### src/rtl/mem_port_arbiter.sv
// Round-robin arbiter sharing one memory port between a load and a store requester.
// IDLE grants a request, REQ waits for mem_ack (bounded by TIMEOUT), RESP emits the response pulse.
module mem_port_arbiter #(
  parameter int unsigned TIMEOUT = 255
) (
  input  logic        clk_i,
  input  logic        rst_ni,
  input  logic        stall_i,
  input  logic        ld_req_i,
  input  logic [31:0] ld_addr_i,
  output logic        ld_gnt_o,
  output logic        ld_rvalid_o,
  output logic [31:0] ld_rdata_o,
  input  logic        st_req_i,
  input  logic [31:0] st_addr_i,
  input  logic [31:0] st_wdata_i,
  output logic        st_gnt_o,
  output logic        st_done_o,
  output logic        mem_req_o,
  output logic        mem_we_o,
  output logic [31:0] mem_addr_o,
  output logic [31:0] mem_wdata_o,
  input  logic        mem_ack_i,
  input  logic [31:0] mem_rdata_i,
  output logic        busy_o,
  output logic        err_o
);

  localparam int unsigned CNT_W = (TIMEOUT < 2) ? 1 : $clog2(TIMEOUT + 1);

  typedef enum logic [1:0] {S_IDLE, S_REQ, S_RESP} state_t;

  state_t      state_q, state_d;
  logic        prio_st_q, prio_st_d;  // 1 = store wins a tie
  logic [CNT_W-1:0] cnt_q, cnt_d;
  logic        ld_gnt_q, ld_gnt_d;
  logic        st_gnt_q, st_gnt_d;
  logic        ld_rvalid_q, ld_rvalid_d;
  logic        st_done_q, st_done_d;
  logic [31:0] ld_rdata_q, ld_rdata_d;
  logic        mem_req_q, mem_req_d;
  logic        mem_we_q, mem_we_d;
  logic [31:0] mem_addr_q, mem_addr_d;
  logic [31:0] mem_wdata_q, mem_wdata_d;
  logic        busy_q, busy_d;
  logic        err_q, err_d;
  logic        pick_ld;

  always_comb begin
    state_d     = state_q;
    prio_st_d   = prio_st_q;
    cnt_d       = cnt_q;
    ld_gnt_d    = 1'b0;
    st_gnt_d    = 1'b0;
    ld_rvalid_d = 1'b0;
    st_done_d   = 1'b0;
    err_d       = 1'b0;
    ld_rdata_d  = ld_rdata_q;
    mem_we_d    = mem_we_q;
    mem_addr_d  = mem_addr_q;
    mem_wdata_d = mem_wdata_q;
    pick_ld     = ld_req_i && (!st_req_i || !prio_st_q);

    case (state_q)
      S_IDLE: begin
        if (!stall_i && (ld_req_i || st_req_i)) begin
          state_d   = S_REQ;
          cnt_d     = '0;
          prio_st_d = pick_ld;
          mem_we_d  = !pick_ld;
          ld_gnt_d  = pick_ld;
          st_gnt_d  = !pick_ld;
          if (pick_ld) begin
            mem_addr_d = ld_addr_i;
          end else begin
            mem_addr_d  = st_addr_i;
            mem_wdata_d = st_wdata_i;
          end
        end
      end
      S_REQ: begin
        // An ack in the final allowed cycle still completes the transaction.
        if (mem_ack_i) begin
          state_d     = S_RESP;
          ld_rvalid_d = !mem_we_q;
          st_done_d   = mem_we_q;
          if (!mem_we_q) ld_rdata_d = mem_rdata_i;
        end else if (cnt_q == CNT_W'(TIMEOUT - 1)) begin
          state_d = S_IDLE;
          err_d   = 1'b1;
        end else begin
          cnt_d = cnt_q + 1'b1;
        end
      end
      S_RESP: state_d = S_IDLE;
      default: state_d = S_IDLE;
    endcase

    mem_req_d = (state_d == S_REQ);
    busy_d    = (state_d != S_IDLE);
  end

  always_ff @(posedge clk_i or negedge rst_ni) begin
    if (!rst_ni) begin
      state_q     <= S_IDLE;
      prio_st_q   <= 1'b0;
      cnt_q       <= '0;
      ld_gnt_q    <= 1'b0;
      st_gnt_q    <= 1'b0;
      ld_rvalid_q <= 1'b0;
      st_done_q   <= 1'b0;
      ld_rdata_q  <= '0;
      mem_req_q   <= 1'b0;
      mem_we_q    <= 1'b0;
      mem_addr_q  <= '0;
      mem_wdata_q <= '0;
      busy_q      <= 1'b0;
      err_q       <= 1'b0;
    end else begin
      state_q     <= state_d;
      prio_st_q   <= prio_st_d;
      cnt_q       <= cnt_d;
      ld_gnt_q    <= ld_gnt_d;
      st_gnt_q    <= st_gnt_d;
      ld_rvalid_q <= ld_rvalid_d;
      st_done_q   <= st_done_d;
      ld_rdata_q  <= ld_rdata_d;
      mem_req_q   <= mem_req_d;
      mem_we_q    <= mem_we_d;
      mem_addr_q  <= mem_addr_d;
      mem_wdata_q <= mem_wdata_d;
      busy_q      <= busy_d;
      err_q       <= err_d;
    end
  end

  assign ld_gnt_o    = ld_gnt_q;
  assign st_gnt_o    = st_gnt_q;
  assign ld_rvalid_o = ld_rvalid_q;
  assign st_done_o   = st_done_q;
  assign ld_rdata_o  = ld_rdata_q;
  assign mem_req_o   = mem_req_q;
  assign mem_we_o    = mem_we_q;
  assign mem_addr_o  = mem_addr_q;
  assign mem_wdata_o = mem_wdata_q;
  assign busy_o      = busy_q;
  assign err_o       = err_q;

endmodule
### config.mk
export PLATFORM = sky130hd
export DESIGN_NAME = mem_port_arbiter
export DESIGN_NICKNAME = d
export VERILOG_FILES = /design/src/rtl/mem_port_arbiter.sv
export SDC_FILE = /design/constraint.sdc
export NUM_CORES = 1
export LEC_CHECK = 0
export ABC_CLOCK_PERIOD_IN_PS = 2550
export CAP_MARGIN = 5
export CORE_ASPECT_RATIO = 0.7
export CORE_MARGIN = 3
export CORE_UTILIZATION = 30
export CTS_CLUSTER_SIZE = 24
export DETAILED_ROUTE_END_ITERATION = 16
export PLACE_DENSITY = 0.63
export SLEW_MARGIN = 0
export SYNTH_ARGS = -nofsm -noshare
export SYNTH_HDL_FRONTEND = slang
export SYNTH_SLANG_ARGS = --single-unit
### constraint.sdc
create_clock -name clk_i -period 2.55 [get_ports clk_i]
set_input_delay 0.3825 -clock clk_i [delete_from_list [all_inputs] [get_ports clk_i]]
set_output_delay 0.3825 -clock clk_i [all_outputs]
set_load 0.02 [all_outputs]
==> results of run 1 <==
[path summary, 6_finish.rpt]
check                              start        endpoint  slack (ns)
setup / recovery                st_req_i        cnt_q[4]        0.48
hold / removal                    rst_ni  mem_wdata_o[7]        0.46
setup reg to reg              state_q[0]        cnt_q[4]        0.54
hold reg to reg            mem_addr_o[9]   mem_addr_o[9]        0.48
max in group asynchronous         rst_ni        cnt_q[5]        1.40
min in group clk_i         mem_addr_o[9]   mem_addr_o[9]        0.48
[state kept, by name (all words and copies together), names as in the netlist]
| name | flops |
|---|---|
| ld_rdata_o | 32 |
| mem_addr_o | 32 |
| mem_wdata_o | 32 |
| cnt_q | 8 |
| state_q | 2 |
| busy_o | 1 |
| err_o | 1 |
| ld_gnt_o | 1 |
| ld_rvalid_o | 1 |
| mem_req_o | 1 |
| mem_we_o | 1 |
| prio_st_q | 1 |
| st_done_o | 1 |
| st_gnt_o | 1 |
[routing by layer]
metal / up-vias / routed length [um]
met1: 1749 / 5680
met2: 118 / 5960
li1: 1716 / -
met3: 11 / 739
met4: 0 / 135
met5: - / 0
[power by group through the flow]
stage / Combinational [mW] / Clock (mW) / Sequential (mW)
2_1_floorplan: 0.973 / 0 / 3.81
4_1_cts: 3.73 / 2.47 / 2.97
3_5_place_dp: 3.71 / 0 / 2.99
6_report: 3.67 / 2.40 / 2.95
3_3_place_gp: 3.68 / 0 / 2.97
5_1_grt: 3.89 / 2.57 / 3.06
[area by class of cell]
type / instances / area [um2]
clock buffers: 17 / 425
clock inverters: 15 / 174
fillers: 1319 / 7590
inverters: 7 / 26.3
multi-input cells: 207 / 1770
flip-flops and latches: 115 / 2880
well taps: 200 / 250
repair buffers: 246 / 2480
[critical path, cell delays in order]
cell and delay (ns):
clkdlybuf4s50_1 0.53, nor2_1 0.09, or4_4 0.46, buf_4 0.34, and2_1 0.27, o41ai_2 0.27
[cell families after synthesis]
group / Yosys count
xor gates and xnor gates: 2
and+or+nand+nor: 60
buffers and inverters: 25
DFF: 115
adders and majority gates: 2
AOI/OAI and AO/OA: 47
muxes: 96
[per-stage QoR]
step / utilization / cell area (um2) / std cells
floorplan: - / 4800 / 347
global placement: 0.474 / 7390 / 774
detailed placement: 0.474 / 7390 / 774
CTS: 0.513 / 8000 / 807
global route: 0.513 / 8000 / 807
finish: 0.513 / 8000 / 807
[placed cells by master, fill, tap and decap left out, types with 2 or more instances in the layout]
master           count
and3_1               2
buf_4                6
and2_1               2
mux2_2              35
buf_12               3
clkinv_4             5
mux2i_1             32
inv_8                2
o211ai_1             3
inv_6                4
clkbuf_16           17
ha_1                 2
o31ai_1              3
nand3_1              5
mux2_4              29
bufinv_16            2
nand2_1             37
nor2_1               5
dfrtp_1            115
inv_1                7
o21ai_0             35
clkdlybuf4s50_1    236
==> flow_summary.yaml, run 1 <==
pwr:
  combPwrFrac: 0.407
  switching_share: 0.333
  netSwitchingPower_mw: 3.01
  p_clk_frac: 0.266
  power_mw: 9.03
  leakage_nw: 3.48
  vdd_drop_max_uv: 503
  seqPwrFrac: 0.327
  p_int_mw: 6.02
  p_per_area_mw_per_mm2: 1130
sta:
  hold_violations: 0
  worst_pin_slew_ns: 0.616
  rsz0062_at_grt: "no"
  setup_violations: 0
  fin_crit_sh: 0.812
  final.min_clock_period_ns: 2.07
  max_freq_ghz: 0.483
  holdWs_ns: 0.458
  maxSlewViolCount: 0
  relSlewSlack: 0.589
  timing.final.ws_setup_ns: 0.479
  fin_skew_ns: 0.00734
  tns_ns: 0
grt:
  grt_pass1_vias: 3842
  use_met2: 0.225
  grt_busiest_layer: "met2"
  antenna_found_initial: 0
  grtUsageMet1: 0.195
  grt_pass1_wl_mm: 20.1
  grt_use_total: 0.144
  grt_max_degree: 75
  grt_util_met3: 0.0451
  overflow: 0
placed_design:
  io_buffers: 237
  dp_slack_ns: 0.0587
  dp_hpwl_mm: 9.26
  place_congestion: 0.748
yosys:
  synth_edf_count: 0
  synth_xor_area_frac: 0.00365
  synthesis.nets: 483
  synthesis.instances: 347
  synth.avg_cell_area_um2: 13.8
  muxShareOfSynthArea: 0.240
  yosys.area.top_type: "dfrtp_1"
  netlist_area_mm2: 0.00480
  synth-main-ff-cell: "dfrtp_1"
  synthAdderAreaFrac: 0.00522
  synth_top_area_share: 0.600
  synth_compound_area_frac: 0.0582
  async_reset_ff_frac: 1.00
  synthTopCellsByCount: "dfrtp_1, nand2_1, mux2_2, o21ai_0, mux2i_1"
  yosys.area_share.simple: 0.0603
  synthTopCellsByArea: "dfrtp_1, mux2_4, mux2_2"
  ys_types: 35
  synth_top_family_by_area: "multiplexers"
  yosysWarningCount: 0
  ys_seq_area_frac: 0.600
  ys_seq_elements: 115
  synth.most_common_cell: "dfrtp_1"
critical_path:
  reg2reg_depth: 4
  setup.worst_path.end_class: "register"
  cp_data_required_time_ns: 2.85
  crit_type: "in2reg"
  setup.worst_path.start_class: "primary input"
  cp_max_fo: 74
  arrival_ns: 2.37
cts:
  cts_buffers: 17
  cts_tree: "built"
  postCtsSetupRepairBufs: 0
  path_clk_slew_ns: 0.06
  cts_resized: 0
  clockRootBuffer: "clkbuf_16"
  clk_latency_ns: 0.40
  clockBufferDepth: 2
  cts.sinks: 115
  postCtsHoldBufs: 1
  h-tree-depth: 4
worst_hold_path:
  hold_path.class: "in2async"
run_status:
  status: "finished clean"
drt:
  drt_iter0_markers: 129
  wl_per_cell_um: 15.5
  wl_mm: 12.5
  first_pass_iters: 4
  vias_per_cell: 4.45
  vias: 3594
  route.detailed.drc: 0
  antenna_left: 0
floorplanning:
  fp.coreArea_mm2: 0.0156
  dieArea_mm2: 0.0176
  die_w_um: 157
  die_y_um: 112
  ios: 238
  rows: 38
  start_util: 0.308
finish:
  nets: 730
  antenna_cells: 0
  layout-drive-gt1-share: 0.183
  area_growth_pct: 66.8
run:
  cap_violations: 0
Note: power is estimated with default switching activity, not from simulation.
==> run 2: changes to the inputs <==
Settings changed: ABC_CLOCK_PERIOD_IN_PS 2550 to 1800, PLACE_DENSITY 0.63 to 0.65.
Clock period 2.55 ns to 1.8 ns, I/O delays scaled along.
==> flow_summary.yaml, run 2 (synthesis gave the netlist of run 1 again) <==
grt:
  antenna_found_initial: 0
  overflow: 0
  grt_util_met3: 0.0614
  grt_busiest_layer: "met2"
  grt_pass1_vias: 3834
  grt_use_total: 0.146
  grt_max_degree: 42
  grtUsageMet1: 0.183
  grt_pass1_wl_mm: 20.2
  use_met2: 0.230
critical_path:
  r2r_start: "state_q[0]"
  setup.worst_path.start_class: "primary input"
  setup.worst_path.end_class: "register"
  crit_chain: "clkdlybuf4s50_1 > nor2_1 > or4_4 > nor2_8 > buf_4 > mux2_2"
  setup.worst_path.start: "ld_req_i"
  ff2ff_setup_slack_ns: 0.03
  crit_path_max_incr_delay_ns: 0.52
  cp_data_required_time_ns: 2.09
  cp_max_fo: 7
  arrival_ns: 2.07
  crit_type: "in2reg"
  slowest_stage: "clkdlybuf4s50_1"
sta:
  fin_crit_sh: 0.990
  relSlewSlack: 0.748
  worst_pin_slew_ns: 0.375
  fin_skew_ns: 0.00456
  final.min_clock_period_ns: 1.78
  tns_ns: 0
  holdWs_ns: 0.326
  max_freq_ghz: 0.561
  hold_violations: 0
  rsz0062_at_grt: "yes"
  setup_violations: 0
  maxSlewViolCount: 0
cts:
  path_clk_slew_ns: 0.06
  cts.sinks: 115
  clockRootBuffer: "clkbuf_16"
  clockBufferDepth: 2
  cts_buffers: 17
  h-tree-depth: 4
  cts_tree: "built"
  clk_latency_ns: 0.40
placed_design:
  io_buffers: 237
  place_congestion: 0.755
  dp_hpwl_mm: 9.69
finish:
  multi_input_area_mm2: 0.00179
  layout_commonest_cell: "clkdlybuf4s50_1"
  most-common-layout-cells: "clkdlybuf4s50_1, dfrtp_1, nand2_1"
  area_growth_pct: 71.2
  fillCellCount: 1325
  antenna_cells: 0
  seq_area_mm2: 0.00288
  nets: 745
  layout-drive-gt1-share: 0.206
floorplanning:
  die_y_um: 112
  die_w_um: 157
  fp.coreArea_mm2: 0.0156
  ios: 238
  start_util: 0.308
  dieArea_mm2: 0.0176
  rows: 38
drt:
  first_pass_iters: 4
  route.detailed.drc: 0
  wl_per_cell_um: 15.7
  wl_mm: 12.9
  antenna_left: 0
  vias_per_cell: 4.41
  vias: 3627
  drt_iter0_markers: 140
run:
  cap_violations: 0
pwr:
  vdd_drop_max_uv: 665
  p_per_area_mw_per_mm2: 1590
  leakage_nw: 3.58
worst_hold_path:
  hold_path.class: "in2async"
run_status:
  status: "finished clean"
run 2: critical path: cells and delay by family:
family,cells,cell delay [ns]
buffers and inverters,2,0.71
AND/OR/NAND/NOR,3,0.75
multiplexers,1,0.34
run 2: layout make-up:
class,count,area share
flip-flops and latches,115,0.350
clock buffers,19,0.0551
well taps,200,0.0305
clock inverters,13,0.0209
inverters,7,0.00320
repair buffers,261,0.322
multi-input cells,207,0.218
run 2: stage by stage:
step / worst slack (ns) / total power, mW / utilization / instances / instance area [um2]
final: 0.0173 / 13.1 / 0.527 / 822 / 8210
after CTS: 0.00476 / 13.2 / 0.523 / 820 / 8160
after global placement: -0.358 / 9.50 / 0.482 / 787 / 7520
after global routing: -0.0243 / 13.8 / 0.527 / 822 / 8210
after detailed placement: -0.396 / 9.60 / 0.482 / 787 / 7520
after floorplan: 0.000264 / 6.78 / - / 347 / 4800
run 2: final timing paths:
check | end | depth (start not counted)
setup / recovery | mem_wdata_o[1] | 6
hold / removal | mem_addr_o[16] | 2
setup reg to reg | mem_wdata_o[1] | 4
hold reg to reg | mem_addr_o[3] | 2
max in group asynchronous | mem_addr_o[27] | 3
min in group clk_i | mem_addr_o[3] | 2
run 2: power breakdown:
group	switching, mW	internal, mW	total [mW]
clock	1.26	2.27	3.53
combinational	2.42	2.91	5.33
sequential	0.587	3.62	4.20
run 2: timing repair:
action | CTS | global route
endpoints found under the hold margin | 21 | 0
buffers inserted | 0 | 1
cloned | 0 | 1
hold buffers | 1 | 0
setup endpoints to repair | 1 | 47
gates resized for setup | 1 | 5
run 2: routing by layer:
metal / share of wire / wire length (um)
met4: 0.011 / 136
met3: 0.091 / 1180
met2: 0.46 / 5960
met1: 0.44 / 5600
met5: 0 / 0
==> run 3: changes to the inputs <==
Settings changed: CORE_ASPECT_RATIO 0.7 to default, PLACE_DENSITY 0.65 to 0.73.
==> flow_summary.yaml, run 3 (synthesis gave the netlist of run 1 again) <==
sta:
  max_freq_ghz: 0.567
  fin_crit_sh: 0.979
  fin_skew_ns: 0.00766
  worst_pin_slew_ns: 0.707
  timing.final.ws_setup_ns: 0.0372
  relSlewSlack: 0.529
  holdWs_ns: 0.406
  setup_violations: 0
  rsz0062_at_grt: "no"
  hold_violations: 0
  final.min_clock_period_ns: 1.76
  maxSlewViolCount: 0
floorplanning:
  die_y_um: 132
  dieArea_mm2: 0.0175
  start_util: 0.311
  ios: 238
  fp.coreArea_mm2: 0.0154
  rows: 45
  die_w_um: 132
run_status:
  status: "finished clean"
grt:
  grt_use_total: 0.156
  grt_pass1_vias: 3952
  antenna_found_initial: 0
  grt_pass1_wl_mm: 21.5
  grt_max_degree: 59
  overflow: 0
critical_path:
  setup.worst_path.end_class: "register"
  slowest_stage: "or4_4"
  crit_path_max_incr_delay_ns: 0.59
  setup.worst_path.start_class: "register"
  ff2ff_setup_slack_ns: 0.04
  setup.worst_path.start: "state_q[0]"
  cp_num_cells: 4
  cp_num_buf_inv: 1
  reg2reg_depth: 4
  crit_type: "reg2reg"
  crit_end: "mem_wdata_o[23]"
  crit_chain: "or4_4 > nor2_8 > buf_12 > mux2_4"
  cp_max_fo: 16
  r2r_end: "mem_wdata_o[23]"
  arrival_ns: 2.05
  r2r_start: "state_q[0]"
  crit_family: "simple AND/OR/NAND/NOR gates"
  cp_data_required_time_ns: 2.08
run:
  cap_violations: 0
placed_design:
  dp_slack_ns: -0.316
  dp_hpwl_mm: 10.5
  place_congestion: 0.796
  placed_area_mm2: 0.00751
  io_buffers: 237
finish:
  nets: 741
  layout_commonest_cell: "clkdlybuf4s50_1"
  antenna_cells: 0
  area_growth_pct: 70.4
  stdcell_area_mm2: 0.00817
  final_util: 0.530
  layout-drive-gt1-share: 0.196
  most-common-layout-cells: "clkdlybuf4s50_1, dfrtp_1, nand2_1"
drt:
  wl_per_cell_um: 16.5
  drt_iter0_markers: 77
  vias_per_cell: 4.42
  wl_mm: 13.7
  antenna_left: 0
  vias: 3665
  route.detailed.drc: 0
  first_pass_iters: 4
pwr:
  leakage_nw: 3.55
  power_mw: 13.1
  p_per_area_mw_per_mm2: 1600
  vdd_drop_max_uv: 673
cts:
  postCtsSetupRepairBufs: 0
  clockBufferDepth: 2
  clk_latency_ns: 0.41
  clockRootBuffer: "clkbuf_16"
  path_clk_slew_ns: 0.05
  cts_tree: "built"
  cts.sinks: 115
  cts_buffers: 17
  h-tree-depth: 4
worst_hold_path:
  hold_path.class: "in2async"
[run 3: metrics by stage]
| stage | setup TNS (ns) | instances |
|---|---|---|
| finish | 0 | 829 |
| global route | 0 | 829 |
| CTS | 0 | 828 |
| detailed placement | -16.27 | 795 |
| global placement | -14.70 | 795 |
| floorplan | 0 | 347 |
[run 3: power by group]
part	switching (mW)	internal (mW)
Combinational	2.46	2.90
Sequential	0.612	3.62
Clock	1.13	2.34
Total	4.20	8.86
[run 3: timing repair]
item	in CTS	in global routing
hold buffers	1	0
gates resized for setup	0	5
setup endpoints to repair	0	36
hold endpoints to repair	58	0
[run 3: final cells by class]
| type | instances | area [um2] |
|---|---|---|
| sequential | 115 | 2880 |
| timing repair buffer | 257 | 2610 |
| tap | 211 | 264 |
| multi-input combinational | 207 | 1790 |
| clock buffer | 22 | 454 |
| inverter | 7 | 26.3 |
| fill | 1379 | 7250 |
| clock inverter | 10 | 156 |
[run 3: how the worst min path moves through the flow]
stage           start               to
2_1_floorplan  rst_ni           busy_o
3_3_place_gp   rst_ni   ld_rdata_o[31]
3_5_place_dp   rst_ni   ld_rdata_o[18]
4_1_cts        rst_ni  mem_wdata_o[31]
5_1_grt        rst_ni   ld_rdata_o[31]
6_report       rst_ni   ld_rdata_o[31]
[run 3: worst min-delay path, cell delays in order]
cell and delay, ns:
dlygate4sd3_1 0.54, buf_4 0.13, buf_12 0.27
[run 3: per-layer routing]
layer | track usage | routed length (um)
met1 | 0.185 | 5470
met2 | 0.265 | 7150
met3 | 0.0521 | 829
met4 | 0.0560 | 233
met5 | 0 | 0
